File: src/rtl/eeprom_ram_arbiter_if.sv
// Signal bundle between the save-RAM arbiter, its two requesters (EEPROM model, host)
// and the backing RAM. The arbiter takes the slave view; the environment takes master.
interface eeprom_ram_arbiter_if #(
  parameter int ADDR_W = 8
);
  logic [ADDR_W-1:0] ee_addr;
  logic [7:0]        ee_wdata;
  logic              ee_read;
  logic              ee_write;
  logic [7:0]        ee_rdata;
  logic              ee_done;

  logic [ADDR_W-1:0] host_addr;
  logic [7:0]        host_wdata;
  logic              host_rd;
  logic              host_wr;
  logic [7:0]        host_rdata;
  logic              host_ack;
  logic              host_busy;

  logic              dirty;
  logic              clear_dirty;

  logic [ADDR_W-1:0] mem_addr;
  logic [7:0]        mem_wdata;
  logic              mem_rd;
  logic              mem_wr;
  logic [7:0]        mem_rdata;
  logic              mem_ack;

  logic              timeout_err;

  modport slave (
    input  ee_addr, ee_wdata, ee_read, ee_write,
    output ee_rdata, ee_done,
    input  host_addr, host_wdata, host_rd, host_wr,
    output host_rdata, host_ack, host_busy,
    output dirty,
    input  clear_dirty,
    output mem_addr, mem_wdata, mem_rd, mem_wr,
    input  mem_rdata, mem_ack,
    output timeout_err
  );

  modport master (
    output ee_addr, ee_wdata, ee_read, ee_write,
    input  ee_rdata, ee_done,
    output host_addr, host_wdata, host_rd, host_wr,
    input  host_rdata, host_ack, host_busy,
    input  dirty,
    output clear_dirty,
    input  mem_addr, mem_wdata, mem_rd, mem_wr,
    output mem_rdata, mem_ack,
    input  timeout_err
  );
endinterface

File: src/rtl/eeprom_ram_arbiter.sv
// Shares one save-RAM port between the serial EEPROM model and the host save port,
// alternating on ties, with a watchdog on the RAM handshake and a save-dirty flag.
module eeprom_ram_arbiter #(
  parameter int ADDR_W  = 8,
  parameter int TIMEOUT = 1024
) (
  input  logic                 clk,
  input  logic                 reset,
  eeprom_ram_arbiter_if.slave  bus
);

  localparam int CNT_W = (TIMEOUT > 1) ? $clog2(TIMEOUT) : 1;
  localparam logic [CNT_W-1:0] CNT_LAST = CNT_W'((TIMEOUT > 0) ? TIMEOUT - 1 : 0);

  typedef enum logic [1:0] {IDLE, EE_ACCESS, EE_RELEASE, HOST_ACCESS} state_t;

  state_t            state, state_n;
  logic              last_grant_ee, last_grant_ee_n;
  logic              pend_valid, pend_valid_n;
  logic              pend_write, pend_write_n;
  logic [ADDR_W-1:0] pend_addr, pend_addr_n;
  logic [7:0]        pend_wdata, pend_wdata_n;
  logic [CNT_W-1:0]  cnt, cnt_n;
  logic [ADDR_W-1:0] mem_addr_q, mem_addr_n;
  logic [7:0]        mem_wdata_q, mem_wdata_n;
  logic              mem_rd_q, mem_rd_n;
  logic              mem_wr_q, mem_wr_n;
  logic [7:0]        ee_rdata_q, ee_rdata_n;
  logic              ee_done_q, ee_done_n;
  logic [7:0]        host_rdata_q, host_rdata_n;
  logic              host_ack_q, host_ack_n;
  logic              dirty_q, dirty_n;
  logic              timeout_err_q, timeout_err_n;
  logic              ee_req;
  logic              expired;

  always_ff @(posedge clk) begin
    if (reset) begin
      state         <= IDLE;
      last_grant_ee <= 1'b0;
      pend_valid    <= 1'b0;
      pend_write    <= 1'b0;
      pend_addr     <= '0;
      pend_wdata    <= '0;
      cnt           <= '0;
      mem_addr_q    <= '0;
      mem_wdata_q   <= '0;
      mem_rd_q      <= 1'b0;
      mem_wr_q      <= 1'b0;
      ee_rdata_q    <= 8'hFF;
      ee_done_q     <= 1'b0;
      host_rdata_q  <= 8'hFF;
      host_ack_q    <= 1'b0;
      dirty_q       <= 1'b0;
      timeout_err_q <= 1'b0;
    end else begin
      state         <= state_n;
      last_grant_ee <= last_grant_ee_n;
      pend_valid    <= pend_valid_n;
      pend_write    <= pend_write_n;
      pend_addr     <= pend_addr_n;
      pend_wdata    <= pend_wdata_n;
      cnt           <= cnt_n;
      mem_addr_q    <= mem_addr_n;
      mem_wdata_q   <= mem_wdata_n;
      mem_rd_q      <= mem_rd_n;
      mem_wr_q      <= mem_wr_n;
      ee_rdata_q    <= ee_rdata_n;
      ee_done_q     <= ee_done_n;
      host_rdata_q  <= host_rdata_n;
      host_ack_q    <= host_ack_n;
      dirty_q       <= dirty_n;
      timeout_err_q <= timeout_err_n;
    end
  end

  // Strobes and address are registered at grant time so they stay glitch-free and
  // stable for the whole access; a timeout completes like an ack carrying 0xFF.
  always_comb begin
    state_n         = state;
    last_grant_ee_n = last_grant_ee;
    pend_valid_n    = pend_valid;
    pend_write_n    = pend_write;
    pend_addr_n     = pend_addr;
    pend_wdata_n    = pend_wdata;
    cnt_n           = cnt;
    mem_addr_n      = mem_addr_q;
    mem_wdata_n     = mem_wdata_q;
    mem_rd_n        = mem_rd_q;
    mem_wr_n        = mem_wr_q;
    ee_rdata_n      = ee_rdata_q;
    ee_done_n       = ee_done_q;
    host_rdata_n    = host_rdata_q;
    host_ack_n      = 1'b0;
    dirty_n         = dirty_q & ~bus.clear_dirty;
    timeout_err_n   = timeout_err_q;
    ee_req          = bus.ee_read | bus.ee_write;
    expired         = (TIMEOUT != 0) && !bus.mem_ack && (cnt == CNT_LAST);

    if (!pend_valid && (bus.host_rd || bus.host_wr)) begin
      pend_valid_n = 1'b1;
      pend_write_n = bus.host_wr;
      pend_addr_n  = bus.host_addr;
      pend_wdata_n = bus.host_wdata;
    end

    case (state)
      IDLE: begin
        cnt_n = '0;
        if (ee_req && (!pend_valid || !last_grant_ee)) begin
          state_n         = EE_ACCESS;
          last_grant_ee_n = 1'b1;
          mem_addr_n      = bus.ee_addr;
          mem_wdata_n     = bus.ee_wdata;
          mem_wr_n        = bus.ee_write;
          mem_rd_n        = ~bus.ee_write;
        end else if (pend_valid) begin
          state_n         = HOST_ACCESS;
          last_grant_ee_n = 1'b0;
          mem_addr_n      = pend_addr;
          mem_wdata_n     = pend_wdata;
          mem_wr_n        = pend_write;
          mem_rd_n        = ~pend_write;
        end
      end
      EE_ACCESS: begin
        if (bus.mem_ack || expired) begin
          state_n   = EE_RELEASE;
          mem_rd_n  = 1'b0;
          mem_wr_n  = 1'b0;
          ee_done_n = 1'b1;
          if (mem_rd_q) ee_rdata_n = bus.mem_ack ? bus.mem_rdata : 8'hFF;
          if (mem_wr_q && bus.mem_ack) dirty_n = 1'b1;
          if (!bus.mem_ack) timeout_err_n = 1'b1;
        end else begin
          cnt_n = cnt + CNT_W'(1);
        end
      end
      EE_RELEASE: begin
        if (!ee_req) begin
          state_n   = IDLE;
          ee_done_n = 1'b0;
        end
      end
      HOST_ACCESS: begin
        if (bus.mem_ack || expired) begin
          state_n      = IDLE;
          mem_rd_n     = 1'b0;
          mem_wr_n     = 1'b0;
          host_ack_n   = 1'b1;
          pend_valid_n = 1'b0;
          if (mem_rd_q) host_rdata_n = bus.mem_ack ? bus.mem_rdata : 8'hFF;
          if (!bus.mem_ack) timeout_err_n = 1'b1;
        end else begin
          cnt_n = cnt + CNT_W'(1);
        end
      end
      default: state_n = IDLE;
    endcase
  end

  assign bus.mem_addr    = mem_addr_q;
  assign bus.mem_wdata   = mem_wdata_q;
  assign bus.mem_rd      = mem_rd_q;
  assign bus.mem_wr      = mem_wr_q;
  assign bus.ee_rdata    = ee_rdata_q;
  assign bus.ee_done     = ee_done_q;
  assign bus.host_rdata  = host_rdata_q;
  assign bus.host_ack    = host_ack_q;
  assign bus.host_busy   = pend_valid;
  assign bus.dirty       = dirty_q;
  assign bus.timeout_err = timeout_err_q;

endmodule
File: src/flat_wrapper.sv
// flat-port wrapper written by rule: the top's interface ports become plain ports
module eeprom_ram_arbiter_flat 
#(
  parameter int ADDR_W  = 8,
  parameter int TIMEOUT = 1024
)
  (clk, reset, bus_ee_addr, bus_ee_wdata, bus_ee_read, bus_ee_write, bus_ee_rdata, bus_ee_done, bus_host_addr, bus_host_wdata, bus_host_rd, bus_host_wr, bus_host_rdata, bus_host_ack, bus_host_busy, bus_dirty, bus_clear_dirty, bus_mem_addr, bus_mem_wdata, bus_mem_rd, bus_mem_wr, bus_mem_rdata, bus_mem_ack, bus_timeout_err);
  eeprom_ram_arbiter_if #(.ADDR_W(ADDR_W)) bus_i ();
  input  logic clk;
  input  logic reset;
  input wire logic [$bits(bus_i.ee_addr)-1:0] bus_ee_addr;
  input wire logic [$bits(bus_i.ee_wdata)-1:0] bus_ee_wdata;
  input wire logic [$bits(bus_i.ee_read)-1:0] bus_ee_read;
  input wire logic [$bits(bus_i.ee_write)-1:0] bus_ee_write;
  output wire logic [$bits(bus_i.ee_rdata)-1:0] bus_ee_rdata;
  output wire logic [$bits(bus_i.ee_done)-1:0] bus_ee_done;
  input wire logic [$bits(bus_i.host_addr)-1:0] bus_host_addr;
  input wire logic [$bits(bus_i.host_wdata)-1:0] bus_host_wdata;
  input wire logic [$bits(bus_i.host_rd)-1:0] bus_host_rd;
  input wire logic [$bits(bus_i.host_wr)-1:0] bus_host_wr;
  output wire logic [$bits(bus_i.host_rdata)-1:0] bus_host_rdata;
  output wire logic [$bits(bus_i.host_ack)-1:0] bus_host_ack;
  output wire logic [$bits(bus_i.host_busy)-1:0] bus_host_busy;
  output wire logic [$bits(bus_i.dirty)-1:0] bus_dirty;
  input wire logic [$bits(bus_i.clear_dirty)-1:0] bus_clear_dirty;
  output wire logic [$bits(bus_i.mem_addr)-1:0] bus_mem_addr;
  output wire logic [$bits(bus_i.mem_wdata)-1:0] bus_mem_wdata;
  output wire logic [$bits(bus_i.mem_rd)-1:0] bus_mem_rd;
  output wire logic [$bits(bus_i.mem_wr)-1:0] bus_mem_wr;
  input wire logic [$bits(bus_i.mem_rdata)-1:0] bus_mem_rdata;
  input wire logic [$bits(bus_i.mem_ack)-1:0] bus_mem_ack;
  output wire logic [$bits(bus_i.timeout_err)-1:0] bus_timeout_err;
  assign bus_i.ee_addr = bus_ee_addr;
  assign bus_i.ee_wdata = bus_ee_wdata;
  assign bus_i.ee_read = bus_ee_read;
  assign bus_i.ee_write = bus_ee_write;
  assign bus_ee_rdata = bus_i.ee_rdata;
  assign bus_ee_done = bus_i.ee_done;
  assign bus_i.host_addr = bus_host_addr;
  assign bus_i.host_wdata = bus_host_wdata;
  assign bus_i.host_rd = bus_host_rd;
  assign bus_i.host_wr = bus_host_wr;
  assign bus_host_rdata = bus_i.host_rdata;
  assign bus_host_ack = bus_i.host_ack;
  assign bus_host_busy = bus_i.host_busy;
  assign bus_dirty = bus_i.dirty;
  assign bus_i.clear_dirty = bus_clear_dirty;
  assign bus_mem_addr = bus_i.mem_addr;
  assign bus_mem_wdata = bus_i.mem_wdata;
  assign bus_mem_rd = bus_i.mem_rd;
  assign bus_mem_wr = bus_i.mem_wr;
  assign bus_i.mem_rdata = bus_mem_rdata;
  assign bus_i.mem_ack = bus_mem_ack;
  assign bus_timeout_err = bus_i.timeout_err;
  eeprom_ram_arbiter #(.ADDR_W(ADDR_W), .TIMEOUT(TIMEOUT)) u_core (.clk(clk), .reset(reset), .bus(bus_i));
endmodule
File: config.mk
export PLATFORM = sky130hd
export DESIGN_NAME = eeprom_ram_arbiter_flat
export DESIGN_NICKNAME = d
export VERILOG_FILES = /design/src/rtl/eeprom_ram_arbiter_if.sv /design/src/rtl/eeprom_ram_arbiter.sv /design/src/flat_wrapper.sv
export SDC_FILE = /design/constraint.sdc
export NUM_CORES = 1
export LEC_CHECK = 0
export ABC_AREA = 1
export BUFFER_PORTS_ARGS = -buffer_cell sky130_fd_sc_hd__buf_4
export CORE_ASPECT_RATIO = 0.5
export CORE_MARGIN = 2
export CORE_UTILIZATION = 50
export CTS_CLUSTER_DIAMETER = 150
export DETAILED_ROUTE_END_ITERATION = 10
export PLACE_DENSITY = 0.78
export SLEW_MARGIN = 10
export SYNTH_ARGS = -nofsm -noshare
export SYNTH_HDL_FRONTEND = slang
export SYNTH_SLANG_ARGS = --single-unit
export TNS_END_PERCENT = 100
File: constraint.sdc
create_clock -name clk -period 2.1 [get_ports clk]
set_clock_uncertainty 0.1 [all_clocks]
set_input_delay 0.105 -clock clk [delete_from_list [all_inputs] [get_ports clk]]
set_output_delay 0.105 -clock clk [all_outputs]
set_load 0.02 [all_outputs]
==> summary.txt <==
critical setup path kind: reg2reg
Hold Vio Cnt, Final: 0
Iter 0 DRT Violations: 220
HP Start: bus_mem_rdata[7]
PnR worst setup slack: 0.2787 ns
die height: 58.22 um
drt first pass iters: 4
Clock Tree Root: clkbuf_16
Crit path arrival time: 2.00 ns
Mapped Nets: 450
clock sinks: 69
worst r2r dst: u_core.bus.dirty
final setup fails: 0
largest net degree at the start of global routing: 36
area leader, netlist: dfxtp_1
core area: 5587 sq um
Hold Slack: 0.02466 ns
Max Slew Vio Count: 0
I/O Buffers: 86
synthesized area: 2939 sq um
Netlist cell types: 28
RSZ-0062 raised after global routing: false
drt wl/cell: 12.81 um
Worst Hold End: u_core.bus.host_rdata[7]
antenna diode instance count: 0
PwrDens: 950.7 nW/um^2
post-synth top area share: 47.00%
post-synthesis sequential area ratio: 47.00%
Hold/Removal Path Class: in2reg
Via density: 5.105
Routed Antenna Nets: 0
DRT Wirelength: 7558 um
TritonCTS clock tree: built
CP Capture Type: register
vias in the first global route: 2,705
total global routing track utilization: 24.10%
Area Overhead vs Synth: 43.81%
worst vdd ir: 712.0 uV
H-tree depth: 3
layout cells sized above 1: 25.92%
GPL Wtd Cong: 0.7788
min Tclk post-route: 1.821 ns
Clock Path Buffers: 2
Nets: 561
drt drc: 0
fillcell total: 429
initial core utilization: 52.61%
FF-to-FF setup slack: 0.28 ns
Ys Warns: 0
Setup crit start kind: register
Worst Path Max Fanout: 12
Skew-Pair Late Insertion Delay: 0.33 ns
Syn Inst Count: 401
die area: 6545 sq um
IO Pins: 87
first-pass GRT wire length: 12,420 um
Setup WS pre-CTS: 0.3815 ns
Post-CTS Setup Bufs: 0
cts bufs inserted: 9
Final period util: 86.73%
Area contributors post-synth: dfxtp_1 (47%), nand2_1 (9.3%), a21oi_1 (8.2%)
max-cap violations: 0
Seq cells post-synth: 69
run status: completed
floorplan row count: 19
GR Overflow Total: 0
Worst Hold Path Cells: 4
post-DP HPWL: 4744 um
Max Clock Freq: 549.1 MHz
RR Startpoint: u_core.state[0]
Max-slew headroom: 49.92%
worst-margin pin slew: 0.7504 ns
setup total negative slack: 0 ns
Worst Path Required: 2.28 ns
Clock transition at path regs: 0.06 ns
reg2reg path depth: 6
Die Wd: 112.4 um
initial antenna violation count: 0
P_leak: 0.001905 uW
syn avg cell area: 7.329 sq um
total number of vias: 3,012
[kinds of logic after synthesis]
logic type                 after synthesis  synth area share [%]
and+or+nand+nor                        184                 27.97
AOI/OAI and AO/OA                       94                 16.56
DFF                                     69                 47.00
xor gates and xnor gates                 1                0.2981
buffers and inverters                   52                 7.748
adders and majority gates                1                0.4256
[registers in the layout (all words and copies together), names as in the netlist, 2 cells and up]
name                   flops
u_core.pend_wdata          8
u_core.bus.ee_rdata        8
u_core.bus.host_rdata      8
u_core.bus.mem_addr        8
u_core.state               2
u_core.bus.mem_wdata       8
u_core.pend_addr           8
u_core.cnt                10
[layout by cell type, fill, tap and decap left out]
cell type / netlist / routed
or2_0: 1 / 1
clkbuf_8: 0 / 2
clkbuf_1: 9 / 1
a21o_1: 1 / 1
nand3_2: 2 / 2
a21oi_2: 2 / 2
buf_4: 4 / 97
nand2_1: 73 / 73
dfxtp_1: 69 / 69
dlygate4sd3_1: 0 / 26
nor2_1: 49 / 49
or2_1: 1 / 1
a21oi_1: 48 / 48
nand2_2: 1 / 1
nand4_1: 9 / 9
clkbuf_16: 0 / 9
clkinv_2: 0 / 2
o21ai_2: 1 / 1
o21ai_0: 26 / 26
clkinv_1: 1 / 1
o21bai_1: 1 / 1
or2_2: 8 / 8
bufinv_16: 0 / 2
nor2_4: 3 / 3
o21ai_1: 15 / 15
ha_1: 1 / 1
xor2_1: 1 / 1
nand3_1: 37 / 37
inv_2: 5 / 5
inv_1: 23 / 23
[synth_stat cells]
cell type / number
nand2_1: 73
dfxtp_1: 69
nor2_1: 49
a21oi_1: 48
nand3_1: 37
o21ai_0: 26
inv_1: 23
o21ai_1: 15
clkbuf_1: 9
nand4_1: 9
buf_2: 8
or2_2: 8
inv_2: 5
buf_4: 4
nor2_4: 3
a21oi_2: 2
nand3_2: 2
a21o_1: 1
buf_1: 1
buf_6: 1
clkinv_1: 1
ha_1: 1
nand2_2: 1
o21ai_2: 1
o21bai_1: 1
or2_0: 1
or2_1: 1
xor2_1: 1
[critical path: stages, from the launching register on]
cell	delay, ns
dfxtp_1	0.33
buf_4	0.17
nand2_1	0.06
inv_1	0.27
nand3_1	0.13
a21oi_1	0.14
dlygate4sd3_1	0.55
[worst max path at each step]
| stage | start | endpoint | cells past startpoint |
|---|---|---|---|
| floorplan | u_core.cnt[0] | u_core.bus.mem_rd | 9 |
| global placement | u_core.cnt[0] | u_core.cnt[4] | 9 |
| detailed placement | u_core.cnt[0] | u_core.cnt[7] | 9 |
| CTS | u_core.state[0] | u_core.bus.dirty | 6 |
| global route | u_core.state[0] | u_core.bus.dirty | 6 |
| finish | u_core.state[0] | u_core.bus.dirty | 6 |
[area by class of cell]
class	count	area, sq um	area share [%]
inverter	29	108.9	2.575
clock buffer	12	256.5	6.069
timing repair buffer	123	988.4	23.39
tap	73	91.34	2.161
multi-input combinational	280	1330	31.47
sequential	69	1381	32.68
clock inverter	4	70.07	1.658
[metrics by stage]
step                      total power, uW  utilization [%]  cells  cell area, sq um
after floorplan                      2072                -    401              2939
after global placement               2335            65.15    548              3640
after detailed placement             2347            65.15    548              3640
after CTS                            4023            75.66    590              4227
after global routing                 4196            75.66    590              4227
final                                4018            75.66    590              4227
[what timing repair did]
action	in CTS	in global routing
hold buffers	26	0
endpoints found under the hold margin	25	0
resized for setup	0	0
[power breakdown]
part / total (uW) / switching, uW / internal (uW)
combinational: 861 / 505 / 356
sequential: 1510 / 79.4 / 1430
clock: 1640 / 545 / 1100
[per-layer routing]
layer / vias up / part of all wire, % / global-route usage [%]
li1: 1543 / - / -
met1: 1377 / 45 / 29.61
met2: 82 / 48 / 41.22
met3: 10 / 6.1 / 7.427
met4: 0 / 1.2 / 8.188
met5: - / 0 / 0
Note: power is estimated with default switching activity, not from simulation.
